--- src/rtl/std_ctrl_pkg.sv ---
// Shared definitions for go/done control blocks.
//   mem_copy_state_e : state encoding of the std_mem_d1 copy engine.
package std_ctrl_pkg;

    typedef enum logic [1:0] {
        MC_IDLE  = 2'd0,
        MC_WRITE = 2'd1,
        MC_WAIT  = 2'd2,
        MC_DONE  = 2'd3
    } mem_copy_state_e;

endpackage

--- src/rtl/std_counter.sv ---
// Up-counter with synchronous clear and increment; clear has priority.
//   clk, reset : clock, synchronous active-high reset
//   clr        : load zero
//   inc        : add one (modulo 2^width)
//   out        : current count
module std_counter #(
    parameter int unsigned width = 5
) (
    input  logic             clk,
    input  logic             reset,
    input  logic             clr,
    input  logic             inc,
    output logic [width-1:0] out
);

    logic [width-1:0] cnt_q;
    logic [width-1:0] cnt_d;

    // Next count.
    always_comb begin
        cnt_d = cnt_q;
        if (clr) begin
            cnt_d = '0;
        end else if (inc) begin
            cnt_d = cnt_q + width'(1);
        end
    end

    // Count register.
    always_ff @(posedge clk) begin
        if (reset) begin
            cnt_q <= '0;
        end else begin
            cnt_q <= cnt_d;
        end
    end

    assign out = cnt_q;

endmodule

--- src/rtl/std_mem_d1_copy.sv ---
// Go/done engine copying len consecutive words between two std_mem_d1
// instances, one word per WRITE/WAIT pair, ascending addresses.
//   clk, reset          : clock, synchronous active-high reset
//   go / done           : start request (held until done) / one-cycle completion
//   src_base, dst_base  : first addresses, sampled when go is accepted
//   len                 : word count 0..2^idx_size, sampled when go is accepted
//   src_addr0           : source read address
//   src_read_data       : source combinational read data
//   dst_addr0           : destination address
//   dst_write_data      : destination write data (wired from src_read_data)
//   dst_write_en        : destination write strobe, one cycle per word
//   dst_done            : destination write completion
module std_mem_d1_copy
    import std_ctrl_pkg::*;
#(
    parameter int unsigned width    = 32,
    parameter int unsigned size     = 16,
    parameter int unsigned idx_size = 4
) (
    input  logic                clk,
    input  logic                reset,
    input  logic                go,
    input  logic [idx_size-1:0] src_base,
    input  logic [idx_size-1:0] dst_base,
    input  logic [idx_size:0]   len,
    output logic [idx_size-1:0] src_addr0,
    input  logic [width-1:0]    src_read_data,
    output logic [idx_size-1:0] dst_addr0,
    output logic [width-1:0]    dst_write_data,
    output logic                dst_write_en,
    input  logic                dst_done,
    output logic                done
);

    localparam int unsigned CW = idx_size + 1;

    // A memory deeper than the address space cannot be fully reached.
    if (size > (32'd1 << idx_size)) begin : g_bad_size
        $error("std_mem_d1_copy: size exceeds 2^idx_size");
    end

    mem_copy_state_e     state_q, state_d;
    logic [idx_size-1:0] src_q, src_d;
    logic [idx_size-1:0] dst_q, dst_d;
    logic [CW-1:0]       len_q, len_d;
    logic [CW-1:0]       cnt;
    logic [CW-1:0]       cnt_next;
    logic                cnt_clr;
    logic                cnt_inc;

    std_counter #(.width(CW)) u_cnt (
        .clk   (clk),
        .reset (reset),
        .clr   (cnt_clr),
        .inc   (cnt_inc),
        .out   (cnt)
    );

    assign cnt_next = cnt + CW'(1);

    // Addresses wrap modulo 2^idx_size.
    assign src_addr0      = idx_size'(src_q + cnt[idx_size-1:0]);
    assign dst_addr0      = idx_size'(dst_q + cnt[idx_size-1:0]);
    assign dst_write_data = src_read_data;

    // Next-state and output decode.
    always_comb begin
        state_d      = state_q;
        src_d        = src_q;
        dst_d        = dst_q;
        len_d        = len_q;
        cnt_clr      = 1'b0;
        cnt_inc      = 1'b0;
        dst_write_en = 1'b0;
        done         = 1'b0;
        case (state_q)
            MC_IDLE: begin
                if (go) begin
                    src_d   = src_base;
                    dst_d   = dst_base;
                    len_d   = len;
                    cnt_clr = 1'b1;
                    state_d = (len == '0) ? MC_DONE : MC_WRITE;
                end
            end
            MC_WRITE: begin
                dst_write_en = 1'b1;
                state_d      = MC_WAIT;
            end
            MC_WAIT: begin
                if (dst_done) begin
                    cnt_inc = 1'b1;
                    state_d = (cnt_next == len_q) ? MC_DONE : MC_WRITE;
                end
            end
            MC_DONE: begin
                done    = 1'b1;
                state_d = MC_IDLE;
            end
            default: begin
                state_d = MC_IDLE;
            end
        endcase
    end

    // State and sampled-operand registers.
    always_ff @(posedge clk) begin
        if (reset) begin
            state_q <= MC_IDLE;
            src_q   <= '0;
            dst_q   <= '0;
            len_q   <= '0;
        end else begin
            state_q <= state_d;
            src_q   <= src_d;
            dst_q   <= dst_d;
            len_q   <= len_d;
        end
    end

endmodule

--- config.mk ---
export PLATFORM = sky130hd
export DESIGN_NAME = std_mem_d1_copy
export DESIGN_NICKNAME = d
export VERILOG_FILES = /design/src/rtl/std_ctrl_pkg.sv /design/src/rtl/std_counter.sv /design/src/rtl/std_mem_d1_copy.sv
export SDC_FILE = /design/constraint.sdc
export NUM_CORES = 1
export LEC_CHECK = 0
export ABC_AREA = 1
export BUFFER_PORTS_ARGS = -buffer_cell sky130_fd_sc_hd__clkbuf_2
export CAP_MARGIN = 20
export CORE_UTILIZATION = 42
export CTS_CLUSTER_SIZE = 20
export DETAILED_ROUTE_END_ITERATION = 7
export GPL_TIMING_DRIVEN = 0
export HOLD_SLACK_MARGIN = 0.05
export PLACE_DENSITY = 0.8
export SETUP_SLACK_MARGIN = 0.1
export SLEW_MARGIN = 20
export SYNTH_ARGS = -nofsm -noshare
export SYNTH_HDL_FRONTEND = slang
export SYNTH_SLANG_ARGS = --single-unit
--- constraint.sdc ---
create_clock -name clk -period 1.77 [get_ports clk]
set_clock_uncertainty 0.05 [all_clocks]
set_input_delay 0.0885 -clock clk [delete_from_list [all_inputs] [get_ports clk]]
set_output_delay 0.0885 -clock clk [all_outputs]
set_load 0.01 [all_outputs]
==> metrics.csv, run 1 <==
stage,metric,value,unit
clock_tree,cts_made_buffers,3,
setup_path,path_cells,"buf_12, ha_4, inv_2, fa_2, inv_1, clkbuf_2",
placed_design,place.port_buffers,58,
routing,routed_wl,3530,microns
routing,dr.pass1.iters,4,
setup_path,worst-path-buf-inv,4,
clock_tree,cts_buffer_depth,2,
yosys,syn_area,1380,sq um
run_status,status,"finished, final reports clean",
yosys,syn_inst,190,
clock_tree,root_buffer,clkbuf_4,
routing,viasPerCell,4.55,
die,die_area,3520,sq um
setup_path,path_max_fanout,2,
routing,drtIter0Drc,35,
die,die_w,59.3,microns
layout,num-nets-final,331,
sta,period_needed,1.76,ns
placed_design,gp_congestion,0.827,
grt,grt_pass1_wl,5210,microns
layout,syn2layout_area_growth,51.7,%
sta,max_freq,568,MHz
grt,first_global_vias,1253,
die,coreArea,3080,sq um
clock_tree,numClockSinks,20,
grt,grt_max_degree,13,
layout,n_antenna_cell,0,
clock_tree,insertion_delay,0.31,ns
setup_path,max_stage_delay,0.51,ns
yosys,synth_fp_nets,248,
setup_path,cp_top_family,adder cells,
yosys,postSynthAreaPerCell,7.26,sq um
setup_path,endpoint_kind,primary output,
yosys,synth-seq-area-share,29.0,%
setup_path,cp-start-kind,flop,
sta,worstMarginPinSlew,0.389,ns
die,num_rows,20,
yosys,synth_cell_types,24,
setup_path,crit_arrival,1.62,ns
sta,hold_violations,0,
clock_tree,h-tree-depth,1,
sta,rsz0062_at_grt,true,
sta,slew_violations,0,
placed_design,dp_hpwl,2420,microns
pwr,finalPower,1320,uW
job,maxCapViolCount,0,
grt,grt_overflow_total,0,
die,io-pin-count,91,
worst_hold_path,worstHoldPathType,primary input to flop,
clock_tree,clk_pin_slew,0.12,ns
routing,num_vias,1439,
sta,fin_crit_sh,99.5,%
grt,grt_usage,19.2,%
sta,slew_headroom,74.1,%
setup_path,crit_slowest_cell,fa_2,
layout,drive_gt1_share,47.4,%
setup_path,critical_path_class,flop to primary output,
routing,ant_nets,0,
sta,whs,0.0459,ns
die,initial_core_util,44.8,%
sta,setup_viol,0,
routing,avgRoutedWirePerCell,11.2,microns
routing,drc,0,
pwr,power.leakage,0.00107,uW
yosys,yosys_warnings,0,
setup_path,required,1.63,ns
pwr,powerDensity,632,nW/um^2
yosys,synth-seq-cells,20,
pwr,peakVddDrop,547,uV
clock_tree,cts_tree,built,
grt,antenna_found_initial,0,
die,die_h,59.3,microns
[per-stage QoR]
stage | worst slack (ns) | utilization (%) | instance area [sq um] | TNS, ns | std cells
2_1_floorplan | 0.338 | - | 1380 | 0 | 190
3_3_place_gp | 0.161 | 56.1 | 1730 | 0 | 292
3_5_place_dp | 0.132 | 56.1 | 1730 | 0 | 292
4_1_cts | 0.0803 | 65.0 | 2000 | 0 | 313
5_1_grt | -0.0381 | 68.0 | 2090 | -0.0873 | 316
6_report | 0.00883 | 68.0 | 2090 | 0 | 316
[cell families after synthesis]
logic type / count (synthesis) / share of synthesized area [%]
and+or+nand+nor: 64 / 20.6
xor gates and xnor gates: 6 / 3.81
DFF: 20 / 29.0
AOI/OAI and AO/OA: 32 / 12.2
adders and majority gates: 9 / 9.25
buffers and inverters: 59 / 25.1
[Yosys cell counts]
library cell	number	share of area [%]
buf_1	1	0.27
nor3_1	2	0.73
a21oi_1	10	3.6
nor2_1	26	7.1
nand2_1	19	5.2
a21o_1	1	0.54
a31oi_1	2	0.91
xnor2_1	6	3.8
ha_1	7	6.3
nand3b_1	1	0.54
buf_4	33	18
nand3_1	7	2.5
nor3b_1	1	0.54
nand2_2	2	0.91
nand4_1	4	1.8
fa_1	2	2.9
nor2_2	1	0.45
inv_2	1	0.27
buf_2	1	0.36
o21ai_2	1	0.63
nor2_4	1	0.82
o21ai_0	18	6.5
inv_1	23	6.3
dfxtp_1	20	29
[path summary, 6_finish.rpt]
check / from / to / slack [ns] / depth (start not counted)
setup reg to reg: u_cnt.out[0]$_SDFFE_PP0P_ / state_q[1]$_SDFFE_PP0P_ / 0.16 / 12
setup / recovery: u_cnt.out[0]$_SDFFE_PP0P_ / src_addr0[1] / 0.009 / 6
hold / removal: reset / u_cnt.out[2]$_SDFFE_PP0P_ / 0.05 / 4
hold reg to reg: len_q[3]$_SDFFE_PP0P_ / len_q[3]$_SDFFE_PP0P_ / 0.44 / 2
[what timing repair did]
item                                    in CTS  in global routing
hold buffers                                14                  0
cloned                                       0                  0
pin swaps                                    5                 13
gates resized for setup                     18                 15
buffers inserted                             3                  3
hold endpoints to repair                    14                  0
endpoints found under the setup margin       6                  7
[layer usage]
layer	track usage, %	routed length, microns
met1	23.8	1430
met2	35.3	1900
met3	1.97	161
met4	4.08	32
met5	0	0
[layout make-up]
cell class / instances / area (sq um)
multi-input combinational: 111 / 726
buffer: 35 / 256
clock inverter: 1 / 30.0
sequential: 20 / 415
tap: 44 / 55.1
inverter: 24 / 92.6
timing repair buffer: 78 / 495
clock buffer: 3 / 22.5
fill: 241 / 985
[flip-flops by register name (all words and copies together) (netlist names)]
register and count:
src_q 4, u_cnt.out 5, state_q 2, dst_q 4, len_q 5
[cells in the final DEF, fill, tap and decap left out, types with 2 or more instances in the layout]
cell type	instances
o21ai_0	18
a21oi_2	2
nand2_2	2
nand3_1	7
buf_2	5
dlygate4sd3_1	14
clkbuf_2	54
clkbuf_4	3
inv_2	3
nand4_1	4
a31oi_1	2
nor2_2	2
nor3_1	2
inv_1	20
nand2_1	19
dfxtp_4	3
ha_4	5
a21oi_1	8
xnor2_1	4
nor2_1	25
fa_2	2
xnor2_2	2
buf_4	36
ha_1	2
buf_6	2
dfxtp_1	14
dfxtp_2	3
[worst register-to-register path, delay by kind of cell, from the launching register on]
kind | cells | cell delay [ns]
buffers and inverters | 3 | 0.28
adders and majority gates | 1 | 0.22
and+or+nand+nor | 8 | 0.67
DFF | 1 | 0.38
[power by group]
part / switching, uW / internal, uW / total, uW / leakage (uW)
logic: 202 / 214 / 416 / 0.000871
clock network: 151 / 229 / 380 / 0.0000279
registers: 38.2 / 490 / 528 / 0.000168
(Power assumes the default switching activity.)
==> run 2: changes to the inputs <==
TNS_END_PERCENT = 1   (was default)
clock period = 1.8 ns   (was 1.77 ns; I/O delays follow)
==> run 2 against run 1 <==
Effect of this change: hold slack improved by 0.0021 ns; wire length fell by 4.5%; utilization fell by 1.2 points; clock power fell by 1%; cell area fell by 1.8%; die area did not move; register-to-register slack got worse by 0.04 ns; flip-flop and latch count did not move; critical path type unchanged; critical endpoint unchanged; largest cell class unchanged; largest power group unchanged.
==> metrics.csv, run 2 (synthesis results as in run 1) <==
stage,metric,value,unit,change
routing,routed_wl,3370,microns,-4.5%
sta,slew_headroom,75.3,%,+1.2 points
layout,fillerInstances,246,,+2.1%
sta,max_freq,588,MHz,
die,coreArea,3080,sq um,unchanged
placed_design,dp_hpwl,2420,microns,unchanged
die,num_rows,20,,unchanged
setup_path,worst-path-buf-inv,3,,-1
layout,num-nets-final,330,,-0.30%
routing,drc,0,,unchanged
setup_path,crit_arrival,1.56,ns,-0.06 ns
clock_tree,cts_buffer_depth,2,,unchanged
layout,multi_input_area,711,sq um,-2.1%
pwr,peakVddDrop,440,uV,-20%
sta,rsz0062_at_grt,true,,
routing,routed-wl-met2,1800,microns,-5.3%
routing,ant_nets,0,,unchanged
routing,avgRoutedWirePerCell,10.7,microns,-4.1%
grt,grt_usage,18.8,%,-0.37 points
sta,period_needed,1.70,ns,
routing,drtIter0Drc,57,,+63%
layout,syn2layout_area_growth,49.0,%,
routing,route.met3.wl,180,microns,+12%
routing,top_layer_used,met4,,
layout,seqCellArea,413,sq um,-0.60%
die,die_area,3520,sq um,unchanged
sta,setup_viol,0,,unchanged
job,maxCapViolCount,0,,unchanged
clock_tree,numClockSinks,20,,unchanged
setup_path,crit_slowest_cell,fa_2,,
die,io-pin-count,91,,unchanged
setup_path,required,1.66,ns,+0.03 ns
setup_path,path_cells,"ha_4, inv_1, fa_2, inv_1, clkbuf_2",,
clock_tree,h-tree-depth,1,,unchanged
grt,grt_max_degree,13,,unchanged
sta,setup_ws,0.0990,ns,+0.0902 ns
sta,hold_violations,0,,unchanged
run_status,status,"finished, final reports clean",,
sta,fin_crit_sh,94.5,%,
routing,wl_met1,1330,microns,-7.0%
die,die_w,59.3,microns,unchanged
routing,viasPerCell,4.55,,-0.17%
sta,whs,0.0480,ns,+0.00210 ns
routing,dr.pass1.iters,4,,unchanged
clock_tree,insertion_delay,0.31,ns,about the same
setup_path,max_stage_delay,0.51,ns,about the same
sta,slew_violations,0,,unchanged
pwr,power.leakage,0.00104,uW,-2.8%
sta,worstMarginPinSlew,0.370,ns,-0.0185 ns
grt,grt_overflow_total,0,,unchanged
worst_hold_path,hold_depth,4,,unchanged
setup_path,endpoint_kind,primary output,,
routing,num_vias,1432,,-0.49%
layout,fin_area,2060,sq um,-1.8%
clock_tree,cts_made_buffers,3,,unchanged
placed_design,dp_slack,0.161,ns,+0.0285 ns
setup_path,cp-start-kind,flop,,
setup_path,critical_path_class,flop to primary output,,
layout,drive_gt1_share,44.6,%,-2.8 points
grt,antenna_found_initial,0,,unchanged
die,initial_core_util,44.8,%,unchanged
grt,grt_pass1_wl,5020,microns,-3.6%
setup_path,worst-path-stages,5,,-1
die,die_h,59.3,microns,unchanged
setup_path,cp_top_family,adder cells,,
placed_design,gp_congestion,0.827,,unchanged
layout,mostFrequentLayoutCells,"55 x clkbuf_2, 36 x buf_4, 24 x nor2_1, 22 x inv_1, 19 x nand2_1",,
layout,layout_commonest_cell,clkbuf_2,,
worst_hold_path,worstHoldPathType,primary input to flop,,
placed_design,placed_area,1730,sq um,unchanged
layout,n_antenna_cell,0,,unchanged
grt,first_global_vias,1218,,-2.8%
setup_path,worst_path_most_repeated_cell,inv_1,,
setup_path,path_max_fanout,3,,+1
setup_path,reg2reg_depth,12,,unchanged
pwr,powerDensity,627,nW/um^2,-0.88%
clock_tree,cts_tree,built,,
clock_tree,root_buffer,clkbuf_4,,
clock_tree,clk_pin_slew,0.12,ns,about the same
placed_design,place.port_buffers,58,,unchanged
[run 2: cell count changes in the layout (fill, tap and decap cells not counted), sizes merged]
cell / previous run / this run
clkbuf: 57 / 58
buf: 45 / 43
[run 2: power breakdown]
part           switching, uW  internal, uW
clock                    149           225
combinational            194           202
sequential              38.0           481
[run 2: cell type report]
class	instances	area share (%)
Tap cell	44	2.68
Clock inverter	1	1.46
Sequential cell	20	20.1
Buffer	35	12.5
Timing Repair Buffer	77	23.1
Inverter	24	4.50
Clock buffer	3	1.10
Multi-Input combinational cell	111	34.6
[run 2: metal layers]
metal	track usage [%]	vias up
met4	5.44	0
li1	-	741
met3	2.40	7
met5	0	-
met2	34.0	55
met1	23.0	629
[run 2: path summary, 6_finish.rpt]
path / from / to / slack [ns]
max: u_cnt.out[0]$_SDFFE_PP0P_ / src_addr0[1] / 0.1
min: reset / u_cnt.out[3]$_SDFFE_PP0P_ / 0.05
max reg2reg: u_cnt.out[0]$_SDFFE_PP0P_ / state_q[1]$_SDFFE_PP0P_ / 0.12
min reg2reg: len_q[4]$_SDFFE_PP0P_ / len_q[4]$_SDFFE_PP0P_ / 0.44
[run 2: what timing repair did]
item                                    4_1_cts  5_1_grt
pin swaps                                     2        7
hold buffers                                 14        0
endpoints found under the hold margin        14        0
gates resized for setup                       8       18
endpoints found under the setup margin        6        7
setup buffers                                 3        2
[run 2: tightest hold or removal path: cells and delay by family]
| kind | cells | cell delay [ns] |
|---|---|---|
| AND/OR/NAND/NOR | 1 | 0.06 |
| buffers and inverters | 1 | 0.13 |
| AO/OA/AOI/OAI | 2 | 0.11 |
[run 2: stage by stage]
step                      cells  utilization, %  setup TNS, ns  power [uW]
after floorplan             190               -              0         754
after global placement      292            56.1              0         861
after detailed placement    292            56.1              0         872
after CTS                   313            63.6              0        1260
after global routing        315            66.8        -0.0707        1360
final                       315            66.8              0        1290
